$ cat config.mk
export PLATFORM = sky130hd
export DESIGN_NAME = star_extent_mapper
export DESIGN_NICKNAME = d
export VERILOG_FILES = /design/src/rtl/star_extent_mapper.sv
export SDC_FILE = /design/constraint.sdc
export NUM_CORES = 1
export LEC_CHECK = 0
export BUFFER_PORTS_ARGS = -buffer_cell sky130_fd_sc_hd__clkbuf_2
export CORE_AREA = 2 2 73 75
export CTS_CLUSTER_SIZE = 8
export DETAILED_ROUTE_END_ITERATION = 16
export DIE_AREA = 0 0 75 77
export GPL_TIMING_DRIVEN = 0
export PLACE_DENSITY_LB_ADDON = 0.08
export SKIP_LAST_GASP = 1
export SLEW_MARGIN = 20
export SYNTH_ARGS = -nofsm -noshare
export SYNTH_HDL_FRONTEND = slang
export SYNTH_SLANG_ARGS = --single-unit
$ cat constraint.sdc
create_clock -name clk -period 3.75 [get_ports clk]
set_clock_uncertainty 0.15 [all_clocks]
set_input_delay 0 -clock clk [delete_from_list [all_inputs] [get_ports clk]]
set_output_delay 0 -clock clk [all_outputs]
set_load 0.01 [all_outputs]
$ cat src/rtl/star_extent_mapper.sv
// star_extent_mapper: walks the frame RAM outward from a seed pixel to find a star's bounding box.
// Each probe is two cycles: *_A presents the address, *_C evaluates the synchronous-read pixel.
module star_extent_mapper #(
  parameter int XSZ       = 3,
  parameter int YSZ       = 3,
  parameter int ADDRSZ    = 6,
  parameter int COLSZ     = 3,
  parameter int MAX_X     = 6,
  parameter int MAX_Y     = 6,
  parameter int THRESHOLD = 0
) (
  input  logic              clk,
  input  logic              resetn,
  input  logic              goMapRows,
  input  logic              goMapColumns,
  input  logic [XSZ-1:0]    seedX,
  input  logic [YSZ-1:0]    seedY,
  input  logic [COLSZ-1:0]  pixVal,
  output logic [ADDRSZ-1:0] rdAddr,
  output logic              topBottomFound,
  output logic              leftFound,
  output logic              rightFound,
  output logic [YSZ-1:0]    top,
  output logic [YSZ-1:0]    bottom,
  output logic [XSZ-1:0]    left,
  output logic [XSZ-1:0]    right,
  output logic              busy
);
  typedef enum logic [3:0] {IDLE, UP_A, UP_C, DN_A, DN_C, LT_A, LT_C, RT_A, RT_C} state_t;
  localparam logic [XSZ-1:0] X_LAST = XSZ'(MAX_X - 1);
  localparam logic [YSZ-1:0] Y_LAST = YSZ'(MAX_Y - 1);
  localparam logic [XSZ-1:0] X_ONE  = XSZ'(1);
  localparam logic [YSZ-1:0] Y_ONE  = YSZ'(1);
  state_t state, n_state;
  logic [XSZ-1:0] seed_x, n_sx, n_left, n_right, px;
  logic [YSZ-1:0] mid_y, n_mid, n_top, n_bottom, py;
  logic [YSZ:0] sum;
  logic [ADDRSZ-1:0] addr;
  logic n_tb, n_lf, n_rf, lit, lt_done;
  assign lit = pixVal > COLSZ'(THRESHOLD);
  assign sum = {1'b0, top} + {1'b0, bottom};
  assign busy = state != IDLE;
  always_comb begin
    n_state = state;
    n_top = top;
    n_bottom = bottom;
    n_left = left;
    n_right = right;
    n_sx = seed_x;
    n_mid = mid_y;
    n_tb = topBottomFound;
    n_lf = leftFound;
    n_rf = rightFound;
    lt_done = 1'b0;
    case (state)
      IDLE:
        if (goMapRows) begin
          n_sx = seedX;
          n_top = seedY;
          n_bottom = seedY;
          n_left = seedX;
          n_right = seedX;
          n_lf = 1'b0;
          n_rf = 1'b0;
          n_state = (seedY != '0) ? UP_A : (seedY == Y_LAST) ? IDLE : DN_A;
          n_tb = n_state == IDLE;
        end else if (goMapColumns) begin
          n_mid = sum[YSZ:1];
          n_left = seed_x;
          n_right = seed_x;
          n_lf = seed_x == '0;
          n_state = (seed_x != '0) ? LT_A : (seed_x == X_LAST) ? IDLE : RT_A;
          n_rf = n_state == IDLE;
        end
      UP_A: n_state = UP_C;
      UP_C: begin
        if (lit) n_top = top - Y_ONE;
        n_state = (lit && top - Y_ONE != '0) ? UP_A : (bottom == Y_LAST) ? IDLE : DN_A;
        n_tb = n_state == IDLE;
      end
      DN_A: n_state = DN_C;
      DN_C: begin
        if (lit) n_bottom = bottom + Y_ONE;
        n_state = (lit && bottom + Y_ONE != Y_LAST) ? DN_A : IDLE;
        n_tb = n_state == IDLE;
      end
      LT_A: n_state = LT_C;
      LT_C: begin
        if (lit) n_left = left - X_ONE;
        lt_done = !(lit && left - X_ONE != '0);
        n_lf = lt_done;
        n_state = !lt_done ? LT_A : (right == X_LAST) ? IDLE : RT_A;
        n_rf = n_state == IDLE;
      end
      RT_A: n_state = RT_C;
      RT_C: begin
        if (lit) n_right = right + X_ONE;
        n_state = (lit && right + X_ONE != X_LAST) ? RT_A : IDLE;
        n_rf = n_state == IDLE;
      end
      default: n_state = IDLE;
    endcase
  end
  // probe coordinate is derived from next-cycle values so rdAddr registers together with *_A
  always_comb begin
    px = (n_state == LT_A) ? n_left - X_ONE : (n_state == RT_A) ? n_right + X_ONE : n_sx;
    py = (n_state == UP_A) ? n_top - Y_ONE : (n_state == DN_A) ? n_bottom + Y_ONE : n_mid;
    addr = ADDRSZ'((ADDRSZ+1)'(py) * (ADDRSZ+1)'(MAX_X) + (ADDRSZ+1)'(px));
  end
  always_ff @(posedge clk)
    if (!resetn) begin
      state <= IDLE;
      rdAddr <= '0;
      top <= '0;
      bottom <= '0;
      left <= '0;
      right <= '0;
      seed_x <= '0;
      mid_y <= '0;
      topBottomFound <= 1'b0;
      leftFound <= 1'b0;
      rightFound <= 1'b0;
    end else begin
      state <= n_state;
      if (n_state inside {UP_A, DN_A, LT_A, RT_A}) rdAddr <= addr;
      top <= n_top;
      bottom <= n_bottom;
      left <= n_left;
      right <= n_right;
      seed_x <= n_sx;
      mid_y <= n_mid;
      topBottomFound <= n_tb;
      leftFound <= n_lf;
      rightFound <= n_rf;
    end
endmodule

==> impl.org <==
** Yosys
- Number of enable-type register cells in the synthesized netlist :: 0
- Cell types with the largest area share after synthesis :: dfxtp_1, ha_1, nor2_1, mux2i_1, a21oi_1
- Share of the synthesized area in the top cell type :: 0.260
- Mapped Avg Cell Area :: 8.11 sq um
- Count of state elements after synthesis :: 31
- Sequential cell area fraction in the yosys report :: 0.260
- In this run the cell area of the synthesized design comes to 2380 sq um.
- The netlist uses 54 different library cells.
- Yosys printed 0 warnings.
- Library cell with the largest summed area after synthesis :: dfxtp_1
- Synthesized Nets :: 331
- For this run, the leading register cell type out of synthesis is dfxtp_1.
- Share of flip-flops with an asynchronous set or reset :: 0
- Synthesis handed over a netlist of 294 instances.

** Clock network
- Source-to-sink clock delay at the later pin of the worst-skew pair :: 0.28 ns
- Longest Clk Path Bufs :: 2
- CTS clk-pin slew, worst paths :: 0.07 ns
- Clock root buffer :: clkbuf_8
- CTS tree :: yes
- Sinks on Clock Net :: 31
- The H-tree generated during clock tree synthesis spans 2 levels.
- CTS Buf Count :: 5

** Die
- The core region is between 4000 and 5000 sq um.
- Boundary Pins :: 35
- Vert. Die Dim :: about 77 um
- The die covers about 5800 sq um.
- For this configuration, the core starts out at a cell density of 0.479.
- Die width :: 75 um
- Row generation in the floorplan step produced 26 rows.

** Final layout
- Leaving out fill and tap cells, the most frequent cell in the layout is clkbuf_2.
- Ant diodes :: 0
- Compared with the post-synthesis result, the final layout area differs by 34.2%.
- Share of final-layout standard cells stronger than drive strength 1 :: 0.359
- Number of standard cells in the final layout excluding fillers :: 432
- For this run, the post-layout net count is 398.
- After filler insertion, the fill cell instance count of the layout stands at around 430.
- Most used cells in the layout excluding fill and tap cells :: clkbuf_2, nor2_1, buf_4

** Pwr
- Summed over all cells, the static leakage comes to 0.00141 uW.
- The design draws about 3200 uW.
- Highest ir drop seen on vdd :: 0.000665 V
- Power Density :: 989 nW/um^2

** Global routing
- Met1 GRT Util :: 0.313
- Tot GR Track Use :: 0.239
- In the global route stage, met2 resource usage came out at 0.408.
- Number of antenna violations at the first check in global routing :: 0
- The number of global-route vias before repair is 2301.
- met2 is the most crowded layer.
- The total overflow left after global routing is 0.
- Met3 layer usage reported by global route :: 0.0394
- The first global-routing pass estimated 10.7 mm of wire.
- Pin count of the biggest net entering global routing :: 11

** Drt
- Final Routed Wirelength :: 6.73 mm
- Iter 0 DRT Violations :: 142
- Vias per inst :: 5.54
- The first detailed-routing pass ran for 4 iterations.
- WL per Instance :: 15.6 um
- The count of nets left with antenna violations once routing finished came out at 0.
- Total DRC errors in the routed layout :: 0
- Vias after detailed routing :: between 2000 and 2500

** Status
- Result of the run :: finished, final reports clean

** Timing
- Setup repair after global routing could not meet its margin everywhere.
- Derived from the worst setup path, the maximum achievable clock frequency is 268 MHz.
- For the pin with the worst max-slew slack, the measured transition is 0.670 ns.
- The tightest hold path in the finished design has a slack of 0.00281 ns.
- Final Hold Vio Count :: 0
- Final Max Tran Viols :: 0
- Measured against its own limit, the worst slew margin works out to 0.550.
- Setup violations remaining at the end of the flow were counted as 0.
- In the finished design, the share of the clock period the worst path needs comes to 0.996.
- Clock period minus worst slack :: 3.73 ns

** Critical path
- Across all register-to-register paths, the minimum setup slack is 0.02 ns.
- Capturing point of the worst reg2reg path :: rdAddr[4]
- Critical Path AT :: ~3.8 ns
- Highest net fanout along the worst path :: 10
- Data required time of the critical path :: between 3 and 4 ns
- Crit path from :: state[0]
- The critical path ends at rdAddr[4].
- Standard cell with the maximum stage delay on the critical path :: fa_1
- Cells traversed along the worst timing path :: buf_8 > nor3_4 > nand2_2 > or3b_1 > and4_1 > buf_6 > mux2_4 > mux2i_4 > ha_2 > inv_1 > fa_1 > nor2_2 > xnor2_2 > or4_4 > o221ai_2
- By startpoint and endpoint, the worst setup path is classified as flop to flop.
- Startpoint Class :: flop
- Slowest cell delay on critical path :: approximately 0.47 ns
- CP Capture Type :: flop
- Reg2reg start :: state[0]
- Measured in cells, the most critical reg-to-reg path has a length of 15.

** Placed design
- In this run, placement finished with an instance count of 397.
- At the end of routability-driven placement, the weighted congestion stood at about 0.9.
- Input and output buffers added on the ports amount to 33.
- After legalization and detailed placement, the total HPWL measured between 4 and 5 mm.

** Worst hold path
- Min-delay worst type :: input port to flop
- Number of stages on the worst hold path :: 3

** Flow run
- The tool flagged a number of max-cap violations equal to 0.
-- cells in the mapped netlist, drive strengths merged, types with 3 or more instances --
cell,instances
o22ai,3
nand2,24
mux2i,13
o21ai,17
dfxtp,31
o221ai,6
and2,8
a21oi,22
nand3,7
fa,3
xnor2,7
xor2,6
nor2,34
or3,4
a22oi,4
ha,21
clkbuf,8
inv,22
nor3,8
a211oi,5
mux2,3
buf,6
a31oi,4
-- per-stage QoR --
step	util	setup TNS [ns]	setup slack [ns]	cell area, sq um
floorplan	-	0	0.000231	2390
global placement	0.531	-0.318	-0.318	2650
detailed placement	0.531	-0.310	-0.310	2650
CTS	0.607	0	0.00178	3020
global route	0.643	-0.166	-0.166	3200
finish	0.643	0	0.0161	3200
-- where the power goes --
| group | internal (uW) | switching (uW) |
|---|---|---|
| Combinational | 1180 | 1180 |
| Sequential | 437 | 97.8 |
| Clock | 130 | 136 |
| Total | 1750 | 1420 |
-- worst min-delay path by stage --
stage / from / to / slack (ns)
floorplan: seedX[2] / seed_x[2] / 0.01
global placement: seedX[0] / seed_x[0] / 0.15
detailed placement: seedX[0] / seed_x[0] / 0.15
CTS: resetn / state[3] / 0.01
global route: resetn / state[3] / 0.03
finish: resetn / state[3] / 0.003
-- metal layers --
layer | vias up | part of all wire
met4 | 0 | 0.0086
met2 | 69 | 0.49
met3 | 6 | 0.055
met5 | - | 0
li1 | 1179 | -
met1 | 1138 | 0.45
-- state kept, by name (all words and copies together) (netlist names) --
| name | cells |
|---|---|
| left | 3 |
| bottom | 3 |
| mid_y | 3 |
| rdAddr | 6 |
| seed_x | 3 |
| top | 3 |
| rightFound | 1 |
| right | 3 |
| topBottomFound | 1 |
| state | 4 |
| leftFound | 1 |
-- cells by family (layout without fill, tap and decap cells) --
group	count (synthesis)	count (layout)	share of synthesized area
and+or+nand+nor	96	96	0.196
AOI/OAI and AO/OA	78	78	0.216
buffers and inverters	36	104	0.0677
DFF	31	31	0.260
adders and majority gates	24	24	0.135
muxes	16	16	0.0740
xor gates and xnor gates	13	13	0.0509
-- layout make-up --
| type | instances | area, sq um | share of cell area |
|---|---|---|---|
| inverter | 22 | 85.1 | 0.0266 |
| sequential | 31 | 647 | 0.202 |
| timing repair buffer | 62 | 397 | 0.124 |
| buffer | 12 | 87.6 | 0.0274 |
| multi-input combinational | 227 | 1810 | 0.566 |
| tap | 70 | 87.6 | 0.0274 |
| clock inverter | 2 | 12.5 | 0.00391 |
| clock buffer | 6 | 72.6 | 0.0227 |
-- critical path, delay by kind of cell, from the launching register on --
kind,cells,cell delay [ns]
multiplexers,2,0.47
XOR/XNOR,1,0.09
adder cells (fa/ha/maj),2,0.66
AO/OA/AOI/OAI,1,0.15
flip-flops,1,0.37
buffers and inverters,3,0.32
AND/OR/NAND/NOR,6,1.44
-- repair_timing --
action	CTS	global route
setup buffers	17	8
hold buffers	4	0
hold endpoints to repair	4	0
endpoints found under the setup margin	1	1
pin swaps	15	16
cloned	0	0
gates resized for setup	43	33
Note: power is estimated with default switching activity, not from simulation.
